File: src/rtl/multicycle_pkg.sv
// Shared definitions for the RV32I multi-cycle control path: FSM states,
// opcode constants, and the encodings of the datapath select fields.
package multicycle_pkg;

    typedef enum logic [3:0] {
        FETCH,
        DECODE,
        EXEC_R,
        EXEC_I,
        ADDR,
        MEM_RD,
        MEM_WB,
        MEM_WR,
        ALU_WB,
        BRANCH,
        JUMP,
        ERR,
        TRAP
    } state_t;

    localparam logic [6:0] OP_R      = 7'b0110011;
    localparam logic [6:0] OP_I      = 7'b0010011;
    localparam logic [6:0] OP_LOAD   = 7'b0000011;
    localparam logic [6:0] OP_STORE  = 7'b0100011;
    localparam logic [6:0] OP_BRANCH = 7'b1100011;
    localparam logic [6:0] OP_JAL    = 7'b1101111;
    localparam logic [6:0] OP_JALR   = 7'b1100111;

    localparam logic [2:0] IMM_I    = 3'd0;
    localparam logic [2:0] IMM_S    = 3'd1;
    localparam logic [2:0] IMM_B    = 3'd2;
    localparam logic [2:0] IMM_J    = 3'd3;
    localparam logic [2:0] IMM_NONE = 3'd4;

    localparam logic [1:0] PC_PLUS4  = 2'd0;
    localparam logic [1:0] PC_TARGET = 2'd1;
    localparam logic [1:0] PC_ALU    = 2'd2;

    localparam logic [1:0] RES_ALU = 2'd0;
    localparam logic [1:0] RES_MEM = 2'd1;
    localparam logic [1:0] RES_PC4 = 2'd2;

    localparam logic [1:0] ALU_ADD   = 2'd0;
    localparam logic [1:0] ALU_SUB   = 2'd1;
    localparam logic [1:0] ALU_FUNCT = 2'd2;

    // Immediate format implied by an opcode; R-type and unknown opcodes carry none.
    function automatic logic [2:0] imm_for_opcode(input logic [6:0] op);
        case (op)
            OP_I, OP_LOAD, OP_JALR: imm_for_opcode = IMM_I;
            OP_STORE:               imm_for_opcode = IMM_S;
            OP_BRANCH:              imm_for_opcode = IMM_B;
            OP_JAL:                 imm_for_opcode = IMM_J;
            default:                imm_for_opcode = IMM_NONE;
        endcase
    endfunction

endpackage

File: src/rtl/multicycle_control_if.sv
// Bundle of the memory handshake, datapath status and datapath control
// signals between the sequencer (master) and the datapath/memory (slave).
interface multicycle_control_if #(parameter int WIDTH = 32);

    logic [WIDTH-1:0] instr;
    logic             mem_ready;
    logic             alu_zero;

    logic             mem_req;
    logic             mem_we;
    logic             addr_sel;
    logic             ir_write;
    logic             pc_write;
    logic [1:0]       pc_src;
    logic             alu_src_a;
    logic             alu_src_b;
    logic [1:0]       alu_op;
    logic [2:0]       imm_sel;
    logic             reg_write;
    logic [1:0]       result_src;
    logic             busy;
    logic             bus_err;
    logic             trap;

    modport master (
        input  instr, mem_ready, alu_zero,
        output mem_req, mem_we, addr_sel, ir_write, pc_write, pc_src,
               alu_src_a, alu_src_b, alu_op, imm_sel, reg_write,
               result_src, busy, bus_err, trap
    );

    modport slave (
        output instr, mem_ready, alu_zero,
        input  mem_req, mem_we, addr_sel, ir_write, pc_write, pc_src,
               alu_src_a, alu_src_b, alu_op, imm_sel, reg_write,
               result_src, busy, bus_err, trap
    );

endinterface

File: src/rtl/multicycle_control_mem_wait_timer.sv
// Wait-state watchdog for the memory port: counts consecutive request
// cycles without mem_ready and flags the cycle in which the limit is hit.
module mem_wait_timer #(
    parameter int MEM_WAIT_MAX = 15
) (
    input  logic clk,
    input  logic rst_n,
    input  logic req,
    input  logic ready,
    input  logic clear,
    output logic expired
);

    localparam logic [7:0] LAST = 8'(MEM_WAIT_MAX - 1);

    logic [7:0] count;

    // Count unanswered request cycles; any completion, idle cycle or state change restarts it.
    always_ff @(posedge clk or negedge rst_n) begin
        if (!rst_n) begin
            count <= '0;
        end else if (clear || ready || !req) begin
            count <= '0;
        end else begin
            count <= count + 8'd1;
        end
    end

    // A completion in the limit cycle takes priority, so expiry requires ready low.
    assign expired = req && !ready && (count == LAST);

endmodule

File: src/rtl/multicycle_control.sv
// Multi-cycle RV32I control sequencer (FETCH/DECODE/EXECUTE/MEM/WRITEBACK).
// Build option: define ILLEGAL_TRAP_EN to trap on illegal opcodes; otherwise
// an illegal opcode retires as a NOP.
module multicycle_control
    import multicycle_pkg::*;
#(
    parameter int WIDTH        = 32,
    parameter int MEM_WAIT_MAX = 15
) (
    input  logic                    clk,
    input  logic                    rst_n,
    multicycle_control_if.master    bus
);

    state_t     state;
    state_t     next_state;
    logic [6:0] opcode;
    logic       started;
    logic       mem_phase;
    logic       expired;
    logic       unused_instr_bits;

    assign unused_instr_bits = ^bus.instr[WIDTH-1:7];

    assign mem_phase = (state == FETCH) || (state == MEM_RD) || (state == MEM_WR);

    mem_wait_timer #(.MEM_WAIT_MAX(MEM_WAIT_MAX)) u_timer (
        .clk     (clk),
        .rst_n   (rst_n),
        .req     (mem_phase),
        .ready   (bus.mem_ready),
        .clear   (next_state != state),
        .expired (expired)
    );

    // Next-state selection; memory phases wait on mem_ready and fall into ERR on timeout.
    always_comb begin
        next_state = state;
        case (state)
            FETCH: begin
                if (bus.mem_ready)  next_state = DECODE;
                else if (expired)   next_state = ERR;
            end
            DECODE: begin
                case (opcode)
                    OP_R:              next_state = EXEC_R;
                    OP_I:              next_state = EXEC_I;
                    OP_LOAD, OP_STORE: next_state = ADDR;
                    OP_BRANCH:         next_state = BRANCH;
                    OP_JAL, OP_JALR:   next_state = JUMP;
`ifdef ILLEGAL_TRAP_EN
                    default:           next_state = TRAP;
`else
                    default:           next_state = FETCH;
`endif
                endcase
            end
            EXEC_R, EXEC_I: next_state = ALU_WB;
            ALU_WB:         next_state = FETCH;
            ADDR:           next_state = (opcode == OP_STORE) ? MEM_WR : MEM_RD;
            MEM_RD: begin
                if (bus.mem_ready)  next_state = MEM_WB;
                else if (expired)   next_state = ERR;
            end
            MEM_WB:         next_state = FETCH;
            MEM_WR: begin
                if (bus.mem_ready)  next_state = FETCH;
                else if (expired)   next_state = ERR;
            end
            BRANCH, JUMP:   next_state = FETCH;
            ERR, TRAP:      next_state = state;
            default:        next_state = FETCH;
        endcase
    end

    // State, latched opcode and the "first fetch done" flag that qualifies busy in FETCH.
    always_ff @(posedge clk or negedge rst_n) begin
        if (!rst_n) begin
            state   <= FETCH;
            opcode  <= '0;
            started <= 1'b0;
        end else begin
            state <= next_state;
            if (state == FETCH && bus.mem_ready) begin
                opcode  <= bus.instr[6:0];
                started <= 1'b1;
            end
        end
    end

    // Control decode from state and opcode; everything is forced low while reset is asserted.
    always_comb begin
        bus.mem_req    = 1'b0;
        bus.mem_we     = 1'b0;
        bus.addr_sel   = 1'b0;
        bus.ir_write   = 1'b0;
        bus.pc_write   = 1'b0;
        bus.pc_src     = PC_PLUS4;
        bus.alu_src_a  = 1'b0;
        bus.alu_src_b  = 1'b0;
        bus.alu_op     = ALU_ADD;
        bus.imm_sel    = IMM_I;
        bus.reg_write  = 1'b0;
        bus.result_src = RES_ALU;
        bus.busy       = 1'b0;
        bus.bus_err    = 1'b0;
        bus.trap       = 1'b0;
        if (rst_n) begin
            bus.busy = (state != FETCH) || started;
            case (state)
                FETCH: begin
                    bus.mem_req  = 1'b1;
                    bus.ir_write = bus.mem_ready;
                    bus.pc_write = bus.mem_ready;
                end
                DECODE: begin
                    bus.alu_src_a = 1'b1;
                    bus.alu_src_b = 1'b1;
                    bus.imm_sel   = imm_for_opcode(opcode);
                end
                EXEC_R: begin
                    bus.alu_op  = ALU_FUNCT;
                    bus.imm_sel = IMM_NONE;
                end
                EXEC_I: begin
                    bus.alu_op    = ALU_FUNCT;
                    bus.alu_src_b = 1'b1;
                end
                ALU_WB: begin
                    bus.reg_write  = 1'b1;
                    bus.result_src = RES_ALU;
                end
                ADDR: begin
                    bus.alu_src_b = 1'b1;
                    bus.imm_sel   = (opcode == OP_STORE) ? IMM_S : IMM_I;
                end
                MEM_RD: begin
                    bus.mem_req  = 1'b1;
                    bus.addr_sel = 1'b1;
                end
                MEM_WB: begin
                    bus.reg_write  = 1'b1;
                    bus.result_src = RES_MEM;
                end
                MEM_WR: begin
                    bus.mem_req  = 1'b1;
                    bus.mem_we   = 1'b1;
                    bus.addr_sel = 1'b1;
                end
                BRANCH: begin
                    bus.alu_op   = ALU_SUB;
                    bus.imm_sel  = IMM_B;
                    bus.pc_write = bus.alu_zero;
                    bus.pc_src   = PC_TARGET;
                end
                JUMP: begin
                    // JALR target is rs1+imm from the ALU, so the immediate feeds ALU port B.
                    bus.reg_write  = 1'b1;
                    bus.result_src = RES_PC4;
                    bus.pc_write   = 1'b1;
                    if (opcode == OP_JALR) begin
                        bus.pc_src    = PC_ALU;
                        bus.imm_sel   = IMM_I;
                        bus.alu_src_b = 1'b1;
                    end else begin
                        bus.pc_src  = PC_TARGET;
                        bus.imm_sel = IMM_J;
                    end
                end
                ERR: begin
                    bus.bus_err = 1'b1;
                end
`ifdef ILLEGAL_TRAP_EN
                TRAP: begin
                    bus.trap = 1'b1;
                end
`endif
                default: ;
            endcase
        end
    end

endmodule

File: src/flat_wrapper.sv
// flat-port wrapper written by rule: the top's interface ports become plain ports
module multicycle_control_flat import multicycle_pkg::*;
#(
    parameter int WIDTH        = 32,
    parameter int MEM_WAIT_MAX = 15
)
  (clk, rst_n, bus_instr, bus_mem_ready, bus_alu_zero, bus_mem_req, bus_mem_we, bus_addr_sel, bus_ir_write, bus_pc_write, bus_pc_src, bus_alu_src_a, bus_alu_src_b, bus_alu_op, bus_imm_sel, bus_reg_write, bus_result_src, bus_busy, bus_bus_err, bus_trap);
  multicycle_control_if #(.WIDTH(WIDTH)) bus_i ();
  input  logic clk;
  input  logic rst_n;
  input wire logic [$bits(bus_i.instr)-1:0] bus_instr;
  input wire logic [$bits(bus_i.mem_ready)-1:0] bus_mem_ready;
  input wire logic [$bits(bus_i.alu_zero)-1:0] bus_alu_zero;
  output wire logic [$bits(bus_i.mem_req)-1:0] bus_mem_req;
  output wire logic [$bits(bus_i.mem_we)-1:0] bus_mem_we;
  output wire logic [$bits(bus_i.addr_sel)-1:0] bus_addr_sel;
  output wire logic [$bits(bus_i.ir_write)-1:0] bus_ir_write;
  output wire logic [$bits(bus_i.pc_write)-1:0] bus_pc_write;
  output wire logic [$bits(bus_i.pc_src)-1:0] bus_pc_src;
  output wire logic [$bits(bus_i.alu_src_a)-1:0] bus_alu_src_a;
  output wire logic [$bits(bus_i.alu_src_b)-1:0] bus_alu_src_b;
  output wire logic [$bits(bus_i.alu_op)-1:0] bus_alu_op;
  output wire logic [$bits(bus_i.imm_sel)-1:0] bus_imm_sel;
  output wire logic [$bits(bus_i.reg_write)-1:0] bus_reg_write;
  output wire logic [$bits(bus_i.result_src)-1:0] bus_result_src;
  output wire logic [$bits(bus_i.busy)-1:0] bus_busy;
  output wire logic [$bits(bus_i.bus_err)-1:0] bus_bus_err;
  output wire logic [$bits(bus_i.trap)-1:0] bus_trap;
  assign bus_i.instr = bus_instr;
  assign bus_i.mem_ready = bus_mem_ready;
  assign bus_i.alu_zero = bus_alu_zero;
  assign bus_mem_req = bus_i.mem_req;
  assign bus_mem_we = bus_i.mem_we;
  assign bus_addr_sel = bus_i.addr_sel;
  assign bus_ir_write = bus_i.ir_write;
  assign bus_pc_write = bus_i.pc_write;
  assign bus_pc_src = bus_i.pc_src;
  assign bus_alu_src_a = bus_i.alu_src_a;
  assign bus_alu_src_b = bus_i.alu_src_b;
  assign bus_alu_op = bus_i.alu_op;
  assign bus_imm_sel = bus_i.imm_sel;
  assign bus_reg_write = bus_i.reg_write;
  assign bus_result_src = bus_i.result_src;
  assign bus_busy = bus_i.busy;
  assign bus_bus_err = bus_i.bus_err;
  assign bus_trap = bus_i.trap;
  multicycle_control #(.WIDTH(WIDTH), .MEM_WAIT_MAX(MEM_WAIT_MAX)) u_core (.clk(clk), .rst_n(rst_n), .bus(bus_i));
endmodule
File: config.mk
export PLATFORM = sky130hd
export DESIGN_NAME = multicycle_control_flat
export DESIGN_NICKNAME = d
export VERILOG_FILES = /design/src/rtl/multicycle_pkg.sv /design/src/rtl/multicycle_control_if.sv /design/src/rtl/multicycle_control_mem_wait_timer.sv /design/src/rtl/multicycle_control.sv /design/src/flat_wrapper.sv
export SDC_FILE = /design/constraint.sdc
export NUM_CORES = 1
export LEC_CHECK = 0
export BUFFER_PORTS_ARGS = -buffer_cell sky130_fd_sc_hd__buf_2
export CAP_MARGIN = 10
export CORE_MARGIN = 2
export CORE_UTILIZATION = 44
export CTS_CLUSTER_DIAMETER = 30
export CTS_CLUSTER_SIZE = 25
export DETAILED_ROUTE_END_ITERATION = 16
export PLACE_DENSITY_LB_ADDON = 0.08
export SLEW_MARGIN = 20
export SYNTH_ARGS = -nofsm -noshare
export SYNTH_HDL_FRONTEND = slang
export SYNTH_SLANG_ARGS = --single-unit
File: constraint.sdc
create_clock -name clk -period 1.3 [get_ports clk]
set_input_delay 0.26 -clock clk [delete_from_list [all_inputs] [get_ports clk]]
set_output_delay 0.26 -clock clk [all_outputs]
set_load 0.01 [all_outputs]
## Yosys cells after proc, flatten, opt, wreduce, memory -nomap -nowiden

Index checks and enable logic that the tools add are counted.

| word-level totals | value |
|---|---|
| flip-flop bits (word level) | 20 |
| input bits | 36 |

| operators by class | value |
|---|---|
| eq/ne operators | 21 |
| add/subtract/negate cells | 1 |
| reduce and logical (&&, ||, !) cells | 21 |
| mux-type cells | 40 |

Operators by type and width:

| cell | count |
|---|---|
| $pmux 4 s7 | 1 |
| $eq 7x7->1 const B | 3 |
| $eq 4x4->1 const B | 5 |
| $pmux 4 s5 | 1 |
| $mux 1 | 19 |
| $eq 4x3->1 const B | 4 |
| $mux 4 | 4 |
| $pmux 3 s5 | 1 |
| $eq 7x6->1 const B | 2 |
| $mux 2 | 6 |
| $pmux 2 s2 | 3 |
| $pmux 3 s4 | 1 |
| $reduce_or 3->1 | 4 |
| $reduce_or 2->1 | 5 |
| $add 8x1->8 const B | 1 |
| $eq 4x2->1 const B | 2 |
| $eq 8x4->1 const B | 1 |
| $mux 8 | 1 |
| $eq 7x2->1 const B | 1 |
| $eq 7x5->1 const B | 1 |
| $logic_or 1x1->1 | 5 |
| $eq 4x1->1 const B | 1 |
| $logic_not 4->1 | 1 |
| $ne 4x4->1 | 1 |
| other kinds (6) | 9 |

## Longest topological paths before layout

Gate-level depths: netlist (run 1).

| logic depth | value |
|---|---|
| depth after elaboration | 12 |
| mapped depth | 6 |

## By module

From an unflattened synthesis (run 1), not the netlist that was laid out.

| unflattened totals | value |
|---|---|
| cell total of the unflattened synthesis | 191 |
| area total of the unflattened synthesis | 1532.7 um2 |

Modules (own cells, without submodules):

| module | times used | sequential area each (um2) | area each (um2) | cells an instance |
|---|---|---|---|---|
| multicycle_control | 1 | 300.3 | 1136.1 | 151 |
| mem_wait_timer | 1 | 200.2 | 396.6 | 40 |

## Worst setup path after synthesis (run 1)

No wires, ideal clock.

| path | value |
|---|---|
| path type | flip-flop to output port |
| from | register u_core.state[3] |
| to | output bus_imm_sel[0] |
| arrival time | 1.317 ns |
| stages on the path, launching flop included | 5 |
| path slack | -0.277 ns |
| cells stage by stage | dfrtp_1 buf_6 nor4b_1 o21ai_0 a31oi_1 |

| between the ends | value |
|---|---|
| longest elaborated chain between the ends | 3 |
| elaborated cells on any way between the ends | 7 |
| classes of those cells | eq/ne: 5; mux: 2 |

Ends and longest elaborated chain:

| element | line | text |
|---|---|---|
| start, declared | multicycle_control.sv:15 | `state_t state;` |
| start signal, assigned | multicycle_control.sv:83 | `state <= next_state;` |
| $eq 4x4->1 (tied with other cells) | multicycle_control.sv:110 | `case (state)` |
| $pmux 3 s5 (*) | multicycle_control.sv:110 |  |
| $mux 3 (*) | multicycle_control.sv:108 | `if (rst_n) begin` |
| end, declared | flat_wrapper.sv:23 | `output wire logic [$bits(bus_i.imm_sel)-1:0] bus_imm_sel;` |

Mark *: on every way between the ends. The rest lies on a longest branch, timed or not.

## Worst setup path in the final report (run 1)

| path | value |
|---|---|
| from | register u_core.opcode[6] |
| to | output bus_alu_src_b |

| between the ends | value |
|---|---|
| longest elaborated chain between the ends | 4 |

Ends and longest elaborated chain:

| element | line | text |
|---|---|---|
| start, declared | multicycle_control.sv:17 | `logic [6:0] opcode;` |
| start signal, assigned | multicycle_control.sv:85 | `opcode <= bus.instr[6:0];` |
| $eq 7x7->1 | multicycle_control.sv:161 | `if (opcode == OP_JALR) begin` |
| $mux 1 | multicycle_control.sv:161 |  |
| $pmux 1 s2 | multicycle_control.sv:110 |  |
| $mux 1 | multicycle_control.sv:108 |  |
| end, declared | flat_wrapper.sv:21 | `output wire logic [$bits(bus_i.alu_src_b)-1:0] bus_alu_src_b;` |

Every way passes these cells.

==> summary.txt, run 1 <==
Yosys
  • Post-synth EDFFs: 0
  • Mapped Nets: 201
  • Post-synth top area share: 34.81%
  • Seq cells post-synth: 20
  • Asr flop ratio synth: 100.0%
  • Top-count cell post-synth: nor2_1
  • Synth area leaders: dfrtp_1 (35%), nor2_1 (7.0%), mux2_2 (6.3%)
  • Post-synth top flop: dfrtp_1
  • Seq/Total Area, Yosys: 34.81%
  • Count of cell types in the netlist: 49
  • Commonest cells post-synth: nor2_1 (27), dfrtp_1 (20), nand2_1 (11), mux2_2 (8), nor3_1 (7)
  • Cell taking the most area after synthesis: dfrtp_1
  • Synth warnings: 0
  • Cells after Synth: 163
  • Post-synthesis cell area: 1438 um^2
  • Syn_area_per_cell: 8.820 um^2

Worst setup path
  • Setup crit start: u_core.opcode[6]
  • Crit end category: primary output
  • WP depth: 5
  • Buffers & Inverters on Critical Path: 1
  • Critical path, cell by cell: and3b_2 > nand3b_1 > nor3_2 > o31a_1 > buf_2
  • Critical Path AT: 1.69 ns
  • Slowest cell delay on critical path: 0.42 ns
  • Reg2Reg Capture Point: u_core.state[1]
  • Maximum fanout along the worst path: 4
  • Slowest-stage cell, CP: dfrtp_1
  • Worst r2r src: u_core.state[0]
  • R2R cell count: 7
  • CP delay by family, top: simple AND/OR/NAND/NOR gates
  • Worst Setup EP: bus_alu_src_b
  • WP data required: 1.04 ns
  • Critical path type: reg -> out
  • Reg2Reg Setup Slack: -0.40 ns
  • Startpoint Class: register

Clocking
  • Max clock buf depth: 2
  • Root Buffer: clkbuf_4
  • Clock sink total: 20
  • H-Tree Depth: 1
  • Worst skew pair latency: 0.29 ns
  • TritonCTS clock tree: yes
  • TritonCTS Buffers: 3
  • Clock transition at path regs: 0.10 ns

Power
  • Overall Power: 5.322 mW
  • Sequential Power Share: 19.6%
  • Pwr Density: 2115 nW/um^2
  • Peak VDD IR: 0.001283 V
  • P_leak: 1.166 nW
  • Net Switching: 2.175 mW
  • Sw frac: 40.88%
  • Clock share of power: 5.3%
  • Cell-internal power: 3.147 mW
  • Part of the power in combinational logic: 75.1%

Global routing
  • Vias in the first global route: 1591
  • First-pass GRT wire length: 6969 um
  • Total gr overflow: 0
  • Pin count of the biggest net entering global routing: 16
  • Overall global routing resource usage: 25.02%
  • Initial antenna violation count: 0

Routing
  • Total Wirelength: 4650 um
  • DR vias/cell: 5.306
  • Via count: 1597
  • WL/cell: 15.45 um
  • Residual DRC count: 0
  • Drt pass-1 iters: 4
  • DRT iter0 DRCs: 51
  • Antenna-violating nets left: 0

Timing
  • Setup ws final: -0.6525 ns
  • F_max: 512.2 MHz
  • Final hold violation count: 0
  • RSZ-0062 raised after global routing: true
  • Part of the cycle the worst path needs: 150.2%
  • Final Skew: 0.001784 ns
  • Hold_ws: 0.06898 ns
  • # setup viols final: 39
  • Final slew viol count: 0
  • Crit path time final: 1.953 ns

Cells and area
  • # nets final: 297
  • Share of layout cells above drive strength 1: 66.15%
  • Layout area overhead: 75.02%
  • Post-Layout Inst Area: 2516 um^2
  • # diodes: 0

Placement
  • Area post-placement: 2033 um^2
  • DP Wirelength: 3036 um
  • Number of port buffers: 29
  • GPL Wtd Cong: 0.9216
  • Pre-CTS WS: -0.3339 ns

Die
  • Initial Utilization: 46.71%
  • IO Pins: 56
  • Row cnt: 20
  • Die W: 61.16 um
  • Die footprint: 3741 um^2
  • CORE AREA: 3078 um^2
  • Die height: 61.16 um

Outcome
  • Violated checks: setup timing
  • Status: finished with violations

Hold path
  • Class of the worst hold path: in -> async

Flow run
  • Max-cap violations: 0
[cell type report]
class	instances	area [um^2]
clock buffers	3	22.52
repair buffers	102	809.5
well taps	44	55.05
inverters	3	11.26
flip-flops and latches	20	504.2
fillers	215	561.8
multi-input cells	129	1114
[registers in the layout (all words and copies together), names as in the netlist]
name	cells
u_core.state	4
u_core.started	1
u_core.u_timer.count	8
u_core.opcode	7
[power by group through the flow]
stage	clock (mW)	combinational (mW)	sequential (mW)
2_1_floorplan	0	1.70	0.946
3_3_place_gp	0	2.73	0.994
3_5_place_dp	0	2.79	1.02
4_1_cts	0.295	3.36	1.01
5_1_grt	0.315	4.26	1.07
6_report	0.284	4.00	1.04
[worst min-delay path by stage]
| stage | cells after the start | startpoint | slack [ns] | end |
|---|---|---|---|---|
| 2_1_floorplan | 0 | rst_n | -0.04 | u_core.opcode[0] |
| 5_1_grt | 3 | rst_n | 0.09 | u_core.u_timer.count[5] |
| 6_report | 3 | rst_n | 0.07 | u_core.u_timer.count[5] |
| 3_5_place_dp | 2 | rst_n | 0.18 | u_core.started |
| 4_1_cts | 3 | rst_n | 0.05 | u_core.u_timer.count[7] |
| 3_3_place_gp | 2 | rst_n | 0.18 | u_core.started |
[cell usage in the layout (no fill, tap or decap), types with 3 or more instances in the layout]
cell,Yosys,final
dfrtp_2,0,3
mux2_2,8,8
nor2_2,1,9
buf_4,3,53
nand2b_4,1,3
dfrtp_1,20,17
inv_1,3,3
nor2b_4,0,4
clkbuf_4,0,3
nand3_2,1,3
nand4_1,3,3
nor2_1,27,13
buf_2,5,27
xor2_1,6,6
buf_6,3,17
a21oi_2,0,3
a21oi_1,6,3
nor3_2,0,5
and3_1,5,4
nor2_4,0,6
nand2_1,11,8
nor4_2,1,3
[per-stage QoR]
stage          utilization, %  setup TNS, ns  cells
2_1_floorplan               -        -0.9246    163
3_3_place_gp            66.06         -8.141    274
3_5_place_dp            66.06         -9.334    274
4_1_cts                 74.02         -12.40    292
5_1_grt                 81.75         -16.83    301
6_report                81.75         -14.32    301
[worst reg2reg max path: cells and delay by family, from the launching register on]
family | cells | cell delay [ns]
AND/OR/NAND/NOR | 1 | 0.13
buffers and inverters | 3 | 0.40
flip-flops | 1 | 0.47
AO/OA/AOI/OAI | 3 | 0.59
[layer usage]
layer / track usage, % / vias to the layer above / part of all wire [%]
li1: - / 762 / -
met3: 3.782 / 8 / 3.4
met2: 46.20 / 43 / 54
met1: 30.21 / 784 / 41
met4: 6.522 / 0 / 1.7
met5: 0 / - / 0
[logic make-up after synthesis]
| logic type | count (synthesis) | synth area share, % |
|---|---|---|
| buf+inv | 14 | 6.440 |
| xor+xnor | 7 | 4.265 |
| mux | 8 | 6.267 |
| compound gates | 26 | 13.06 |
| other cells | 1 | 0.2608 |
| fa+ha+maj | 2 | 1.740 |
| simple gates | 85 | 33.16 |
| flops | 20 | 34.81 |
[what timing repair did]
action / CTS / global route
endpoints found under the setup margin: 39 / 39
hold buffers: 2 / 0
setup buffers: 13 / 10
pin swaps: 10 / 19
endpoints found under the hold margin: 5 / 0
gates resized for setup: 32 / 39
gates cloned: 0 / 1
No activity file was read; power rests on OpenSTA's default activity.
==> run 2: changes to the inputs <==
--- a/config.mk
+++ b/config.mk
@@ -7,8 +7,8 @@
 export LEC_CHECK = 0
 export BUFFER_PORTS_ARGS = -buffer_cell sky130_fd_sc_hd__buf_2
 export CAP_MARGIN = 10
-export CORE_MARGIN = 2
-export CORE_UTILIZATION = 44
+export CORE_MARGIN = 10
+export CORE_UTILIZATION = 45
 export CTS_CLUSTER_DIAMETER = 30
 export CTS_CLUSTER_SIZE = 25
 export DETAILED_ROUTE_END_ITERATION = 16
@@ -16,4 +16,5 @@
 export SLEW_MARGIN = 20
 export SYNTH_ARGS = -nofsm -noshare
 export SYNTH_HDL_FRONTEND = slang
+export SYNTH_HIERARCHICAL = 1
 export SYNTH_SLANG_ARGS = --single-unit
==> run 2 against run 1 <==
  * The flow still finishes with violations (setup timing)
  * Core utilization up 6.9 points
  * Clock power rose by 29%
  * Setup slack got worse by 1.1 ns
  * Critical path type is now reg -> reg
==> summary.txt, run 2 <==
Yosys
  • Mapped Nets: 229
  • Post-synth top flop: dfrtp_1
  • Top-count cell post-synth: nor2_1
  • Count of cell types in the netlist: 53
  • Asr flop ratio synth: 100.0%
  • Cells after Synth: 191
  • Cell taking the most area after synthesis: dfrtp_1
  • Seq/Total Area, Yosys: 32.65%
  • Post-synthesis cell area: 1533 um^2
  • Post-synth EDFFs: 0
  • Post-synth top area share: 32.65%
  • Syn_area_per_cell: 8.025 um^2
  • Synth area leaders: dfrtp_1 (33%), nor2_1 (6.1%), mux2_2 (5.1%)
  • Seq cells post-synth: 20
  • Commonest cells post-synth: nor2_1 (25), dfrtp_1 (20), nand2_1 (13), a21oi_1 (10), nor3_1 (9)
  • Synth warnings: 6

Timing
  • Hold_ws: 0.1067 ns
  • Final hold violation count: 0
  • F_max: 325.8 MHz
  • # setup viols final: 39
  • Part of the cycle the worst path needs: 236.1%
  • Setup ws final: -1.770 ns
  • Crit path time final: 3.070 ns
  • RSZ-0062 raised after global routing: true
  • Final slew viol count: 0
  • Final Skew: 0.01309 ns

Cells and area
  • # diodes: 0
  • Top Registers: u_core/u_timer/count x8, u_core/opcode x7, u_core/state x4
  • Fillers: 135
  • Most frequent cells in the layout: buf_4 (63), buf_6 (31), buf_2 (21), nor2_1 (16), dfrtp_1 (16)
  • Largest register FFs: 8
  • Most common cell after layout, fill and taps aside: buf_4
  • Largest Register: u_core/u_timer/count
  • # nets final: 341
  • Final core occ: 88.66%
  • Layout area overhead: 91.51%
  • Post-Layout Inst Area: 2935 um^2
  • Share of layout cells above drive strength 1: 61.26%
  • Layout Cells excl Fill: 348

Power
  • Cell-internal power: 3.747 mW
  • P_leak: 1.326 nW
  • Net Switching: 2.666 mW
  • Clock share of power: 5.7%
  • Sw frac: 41.57%
  • Part of the power in combinational logic: 78.0%
  • Peak VDD IR: 0.001344 V
  • Pwr Density: 2185 nW/um^2
  • Sequential Power Share: 16.3%

Routing
  • DRT iter0 DRCs: 234
  • WL/cell: 21.46 um
  • Via count: 2164
  • Residual DRC count: 0
  • Antenna-violating nets left: 0
  • Total Wirelength: 7469 um
  • DR vias/cell: 6.218
  • Drt pass-1 iters: 4

Flow run
  • Max-cap violations: 0

Placement
  • Pre-CTS WS: -1.632 ns
  • GPL Wtd Cong: 0.9466
  • Area post-placement: 2165 um^2
  • Number of port buffers: 29
  • DP Wirelength: 3634 um
  • Placed insts: 309

Worst setup path
  • Critical path type: reg -> reg
  • Critical Path AT: 3.32 ns
  • Critical path, cell by cell: a21oi_2 > nor2_2 > nor4b_4 > nand3_2 > nor4b_4 > o211ai_1 > a21boi_2 > a221oi_2 > o211ai_1 > a211o_1 > or3b_1 > or4_1 > nand2_1
  • Worst r2r src: u_core/state[2]
  • Maximum fanout along the worst path: 3
  • Slowest-stage cell, CP: dfrtp_2
  • WP data required: 1.55 ns
  • CP delay by family, top: compound AO/OA/AOI/OAI gates
  • Buffers & Inverters on Critical Path: 0
  • Crit end category: register
  • Startpoint Class: register
  • Slowest cell delay on critical path: 0.47 ns
  • Setup crit start: u_core/state[2]

Global routing
  • First-pass GRT wire length: 9597 um
  • Total gr overflow: 0
  • Initial antenna violation count: 0
  • Pin count of the biggest net entering global routing: 21
  • Overall global routing resource usage: 18.52%
  • Vias in the first global route: 2024

Hold path
  • Class of the worst hold path: in -> async

Clocking
  • Root Buffer: clkbuf_4
  • Max clock buf depth: 2
  • Clock sink total: 20
  • Clock transition at path regs: 0.12 ns
  • Worst skew pair latency: 0.30 ns
  • TritonCTS clock tree: yes
  • CTS Hold Bufs: 0
  • TritonCTS Buffers: 3
  • H-Tree Depth: 1

Die
  • Die height: 78.36 um
  • Row cnt: 21
  • Die footprint: 6140 um^2
  • IO Pins: 56
  • CORE AREA: 3311 um^2
  • Die W: 78.36 um
  • Initial Utilization: 46.30%

Outcome
  • Status: finished with violations
  • Violated checks: setup timing
==> run 2: changes by cell type after synthesis, moves of 3 or more <==
cell / previous run / this run
a21oi_1: 6 / 10
a22oi_1: 1 / 4
buf_6: 3 / 0
clkbuf_1: 0 / 7
inv_1: 3 / 8
nand2b_1: 4 / 8
nand3_1: 4 / 7
o211ai_1: 1 / 4
o21ai_0: 3 / 8
xor2_1: 6 / 2
==> run 2: kinds of logic (layout without fill, tap and decap cells) <==
group	after synthesis	after routing	share of synthesized area, %
simple gates	91	91	32.00
fa+ha+maj	2	2	1.632
compound gates	47	47	21.14
other cells	1	1	0.2447
flops	20	20	32.65
mux	7	7	5.143
xor+xnor	3	3	1.715
buf+inv	20	131	5.470
==> run 2: routing by layer <==
metal | share of wire, % | GRT usage (%) | up-vias
met5 | 0 | 0 | -
li1 | - | - | 923
met4 | 6.2 | 8.961 | 0
met3 | 9.1 | 4.442 | 41
met1 | 36 | 21.57 | 1038
met2 | 49 | 31.17 | 162
==> run 2: power by group through the flow <==
stage | clock network [mW] | logic [mW] | registers (mW)
6_report | 0.367 | 5.00 | 1.05
3_3_place_gp | 0 | 2.71 | 0.988
4_1_cts | 0.369 | 4.04 | 1.00
5_1_grt | 0.397 | 5.22 | 1.06
3_5_place_dp | 0 | 2.77 | 1.01
2_1_floorplan | 0 | 1.59 | 1.01
==> run 2: cell type report <==
cell class | instances | area, um^2 | area share [%]
multi-input cells | 151 | 1281 | 43.65
flip-flops and latches | 20 | 505.5 | 17.22
well taps | 46 | 57.56 | 1.961
repair buffers | 119 | 1025 | 34.91
clock buffers | 4 | 36.28 | 1.236
inverters | 8 | 30.03 | 1.023
==> run 2: final timing paths <==
path                       slack, ns  cells after the start                       to
setup / recovery               -1.77                     13  u_core/u_timer/count[7]
hold / removal                  0.11                      2          u_core/state[3]
setup reg to reg               -1.77                     13  u_core/u_timer/count[7]
hold reg to reg                 0.51                      2           u_core/started
max in group asynchronous       0.94                      2         u_core/opcode[6]
min in group clk                0.19                      2         u_core/opcode[6]
==> run 2: what timing repair did <==
item	in CTS	in global routing
hold endpoints to repair	0	0
pin swaps	14	17
setup buffers	21	17
cloned	2	1
setup endpoints to repair	39	39
resized for setup	46	58
==> run 2: stage by stage <==
stage | power (mW) | TNS [ns]
2_1_floorplan | 2.607 | -20.55
3_3_place_gp | 3.702 | -23.54
3_5_place_dp | 3.779 | -25.78
4_1_cts | 5.407 | -35.79
5_1_grt | 6.680 | -41.98
6_report | 6.413 | -38.87
==> run 2: worst register-to-register path, stage by stage (launching register included) <==
cell,delay (ns)
dfrtp_2,0.47
a21oi_2,0.18
nor2_2,0.07
nor4b_4,0.13
nand3_2,0.11
nor4b_4,0.06
o211ai_1,0.26
a21boi_2,0.10
a221oi_2,0.24
o211ai_1,0.16
a211o_1,0.35
or3b_1,0.39
or4_1,0.41
nand2_1,0.08
==> run 3: changes to the inputs <==
--- a/config.mk
+++ b/config.mk
@@ -7,7 +7,7 @@
 export LEC_CHECK = 0
 export BUFFER_PORTS_ARGS = -buffer_cell sky130_fd_sc_hd__buf_2
 export CAP_MARGIN = 10
-export CORE_MARGIN = 10
+export CORE_MARGIN = 2
 export CORE_UTILIZATION = 45
 export CTS_CLUSTER_DIAMETER = 30
 export CTS_CLUSTER_SIZE = 25
==> run 3 against run 2 <==
  * The run still ends with setup timing left
  * Sequential power hardly changed
  * Clock skew is 0.0044 ns lower
  * Via count is 14% lower
  * Routed wire length is 27% lower
  * Die area is 37% lower
  * Combinational power is 18% lower
  * Register-to-register slack better by 0.11 ns
  * Worst hold slack worse by 0.0093 ns
  * First-iteration DRC count is 56% lower
==> summary.txt, run 3 (synthesis gave the netlist of run 2 again) <==
Routing
  • Residual DRC count: 0
  • DR vias/cell: 5.599
  • Via count: 1870
  • WL/cell: 16.24 um
  • Antenna-violating nets left: 0
  • Drt pass-1 iters: 4
  • DRT iter0 DRCs: 103
  • Total Wirelength: 5424 um

Flow run
  • Max-cap violations: 0

Timing
  • F_max: 338.1 MHz
  • Final slew viol count: 0
  • Final hold violation count: 0
  • # setup viols final: 39
  • Crit path time final: 2.957 ns
  • Part of the cycle the worst path needs: 227.5%
  • Final Skew: 0.008660 ns
  • RSZ-0062 raised after global routing: true
  • Setup ws final: -1.657 ns

Cells and area
  • Largest register FFs: 8
  • # nets final: 327
  • Most frequent cells in the layout: buf_4 (62), buf_2 (28), nor2_1 (15), dfrtp_1 (15), buf_6 (12)
  • # diodes: 0
  • Post-Layout Inst Area: 2641 um^2
  • Largest Register: u_core/u_timer/count
  • Final core occ: 79.78%
  • Top Registers: u_core/u_timer/count x8, u_core/opcode x7, u_core/state x4
  • Layout area overhead: 72.33%
  • Share of layout cells above drive strength 1: 58.33%
  • Most common cell after layout, fill and taps aside: buf_4

Clocking
  • Worst skew pair latency: 0.30 ns
  • Clock sink total: 20
  • Max clock buf depth: 2
  • TritonCTS Buffers: 3
  • Root Buffer: clkbuf_4
  • H-Tree Depth: 1
  • Clock transition at path regs: 0.12 ns
  • TritonCTS clock tree: yes

Global routing
  • Overall global routing resource usage: 25.46%
  • First-pass GRT wire length: 8176 um
  • Vias in the first global route: 1749
  • Initial antenna violation count: 0
  • Pin count of the biggest net entering global routing: 24
  • Total gr overflow: 0

Worst setup path
  • Startpoint Class: register
  • Reg2Reg Setup Slack: -1.66 ns
  • Reg2Reg Capture Point: u_core/u_timer/count[6]
  • WP data required: 1.49 ns
  • R2R cell count: 14
  • Critical Path AT: 3.14 ns
  • Buffers & Inverters on Critical Path: 1
  • Worst r2r src: u_core/state[2]
  • Maximum fanout along the worst path: 7
  • Slowest cell delay on critical path: 0.50 ns
  • Crit end category: register
  • Slowest-stage cell, CP: or4b_4
  • CP delay by family, top: simple AND/OR/NAND/NOR gates
  • Critical path type: reg -> reg
  • Critical path, cell by cell: nor3_4 > a21oi_2 > nor2_2 > nor4b_4 > nand3_2 > nor4b_4 > or4b_4 > a21boi_2 > a221oi_2 > o211ai_1 > a211o_1 > or3b_4 > buf_8 > a21oi_2

Power
  • Clock share of power: 6.5%
  • Part of the power in combinational logic: 74.5%
  • Cell-internal power: 3.272 mW
  • P_leak: 1.218 nW
  • Sequential Power Share: 19.0%
  • Peak VDD IR: 0.001257 V
  • Sw frac: 40.63%
  • Net Switching: 2.239 mW
  • Pwr Density: 2086 nW/um^2

Die
  • CORE AREA: 3311 um^2
  • Initial Utilization: 46.30%
  • Die footprint: 3889 um^2
  • IO Pins: 56
  • Die W: 62.36 um
  • Die height: 62.36 um
  • Row cnt: 21

Placement
  • Pre-CTS WS: -1.614 ns
  • DP Wirelength: 3345 um
  • GPL Wtd Cong: 0.8891
  • Number of port buffers: 29
  • Area post-placement: 2157 um^2

Outcome
  • Violated checks: setup timing
  • Status: finished with violations

Hold path
  • Class of the worst hold path: in -> async
[run 3: repair_timing]
action,4_1_cts,5_1_grt
setup buffers,25,7
resized for setup,26,43
cloned,0,1
pin swaps,17,10
endpoints found under the setup margin,39,39
hold buffers,0,0
[run 3: area by class of cell]
cell class                      count  area (um^2)
Timing Repair Buffer              105        800.8
Tap cell                           46        57.56
Inverter                            8        30.03
Fill cell                         218        669.4
Sequential cell                    20        506.7
Multi-Input combinational cell    151         1210
Clock buffer                        4        36.28
[run 3: how the worst max path moves through the flow]
stage                                   end            start  slack, ns  cells after the start
floorplan           u_core/u_timer/count[7]  u_core/state[0]      -1.81                     17
global placement    u_core/u_timer/count[5]  u_core/state[2]      -1.48                     14
detailed placement  u_core/u_timer/count[6]  u_core/state[2]      -1.61                     14
CTS                 u_core/u_timer/count[7]  u_core/state[0]      -1.56                     14
global route        u_core/u_timer/count[6]  u_core/state[2]      -1.83                     14
finish              u_core/u_timer/count[6]  u_core/state[2]      -1.66                     14
[run 3: power groups by stage]
stage / combinational [mW] / clock, mW / sequential, mW
floorplan: 1.59 / 0 / 1.01
global placement: 2.67 / 0 / 0.991
detailed placement: 2.73 / 0 / 1.02
CTS: 3.40 / 0.363 / 1.02
global route: 4.37 / 0.393 / 1.07
finish: 4.10 / 0.360 / 1.05
[run 3: per-layer routing]
layer	GRT usage, %	share of wire, %	routed length (um)
met1	33.91	40	2185
met3	2.899	5.4	292
met5	0	0	0
met2	44.16	52	2821
met4	6.667	2.3	125
[run 3: metrics by stage]
stage	hold WS [ns]	instances	setup TNS [ns]	power (mW)
2_1_floorplan	-0.03559	191	-20.55	2.607
3_3_place_gp	0.3740	308	-23.80	3.664
3_5_place_dp	0.3755	308	-26.09	3.755
4_1_cts	0.04428	327	-30.41	4.788
5_1_grt	0.1323	334	-39.57	5.833
6_report	0.09739	334	-35.98	5.510
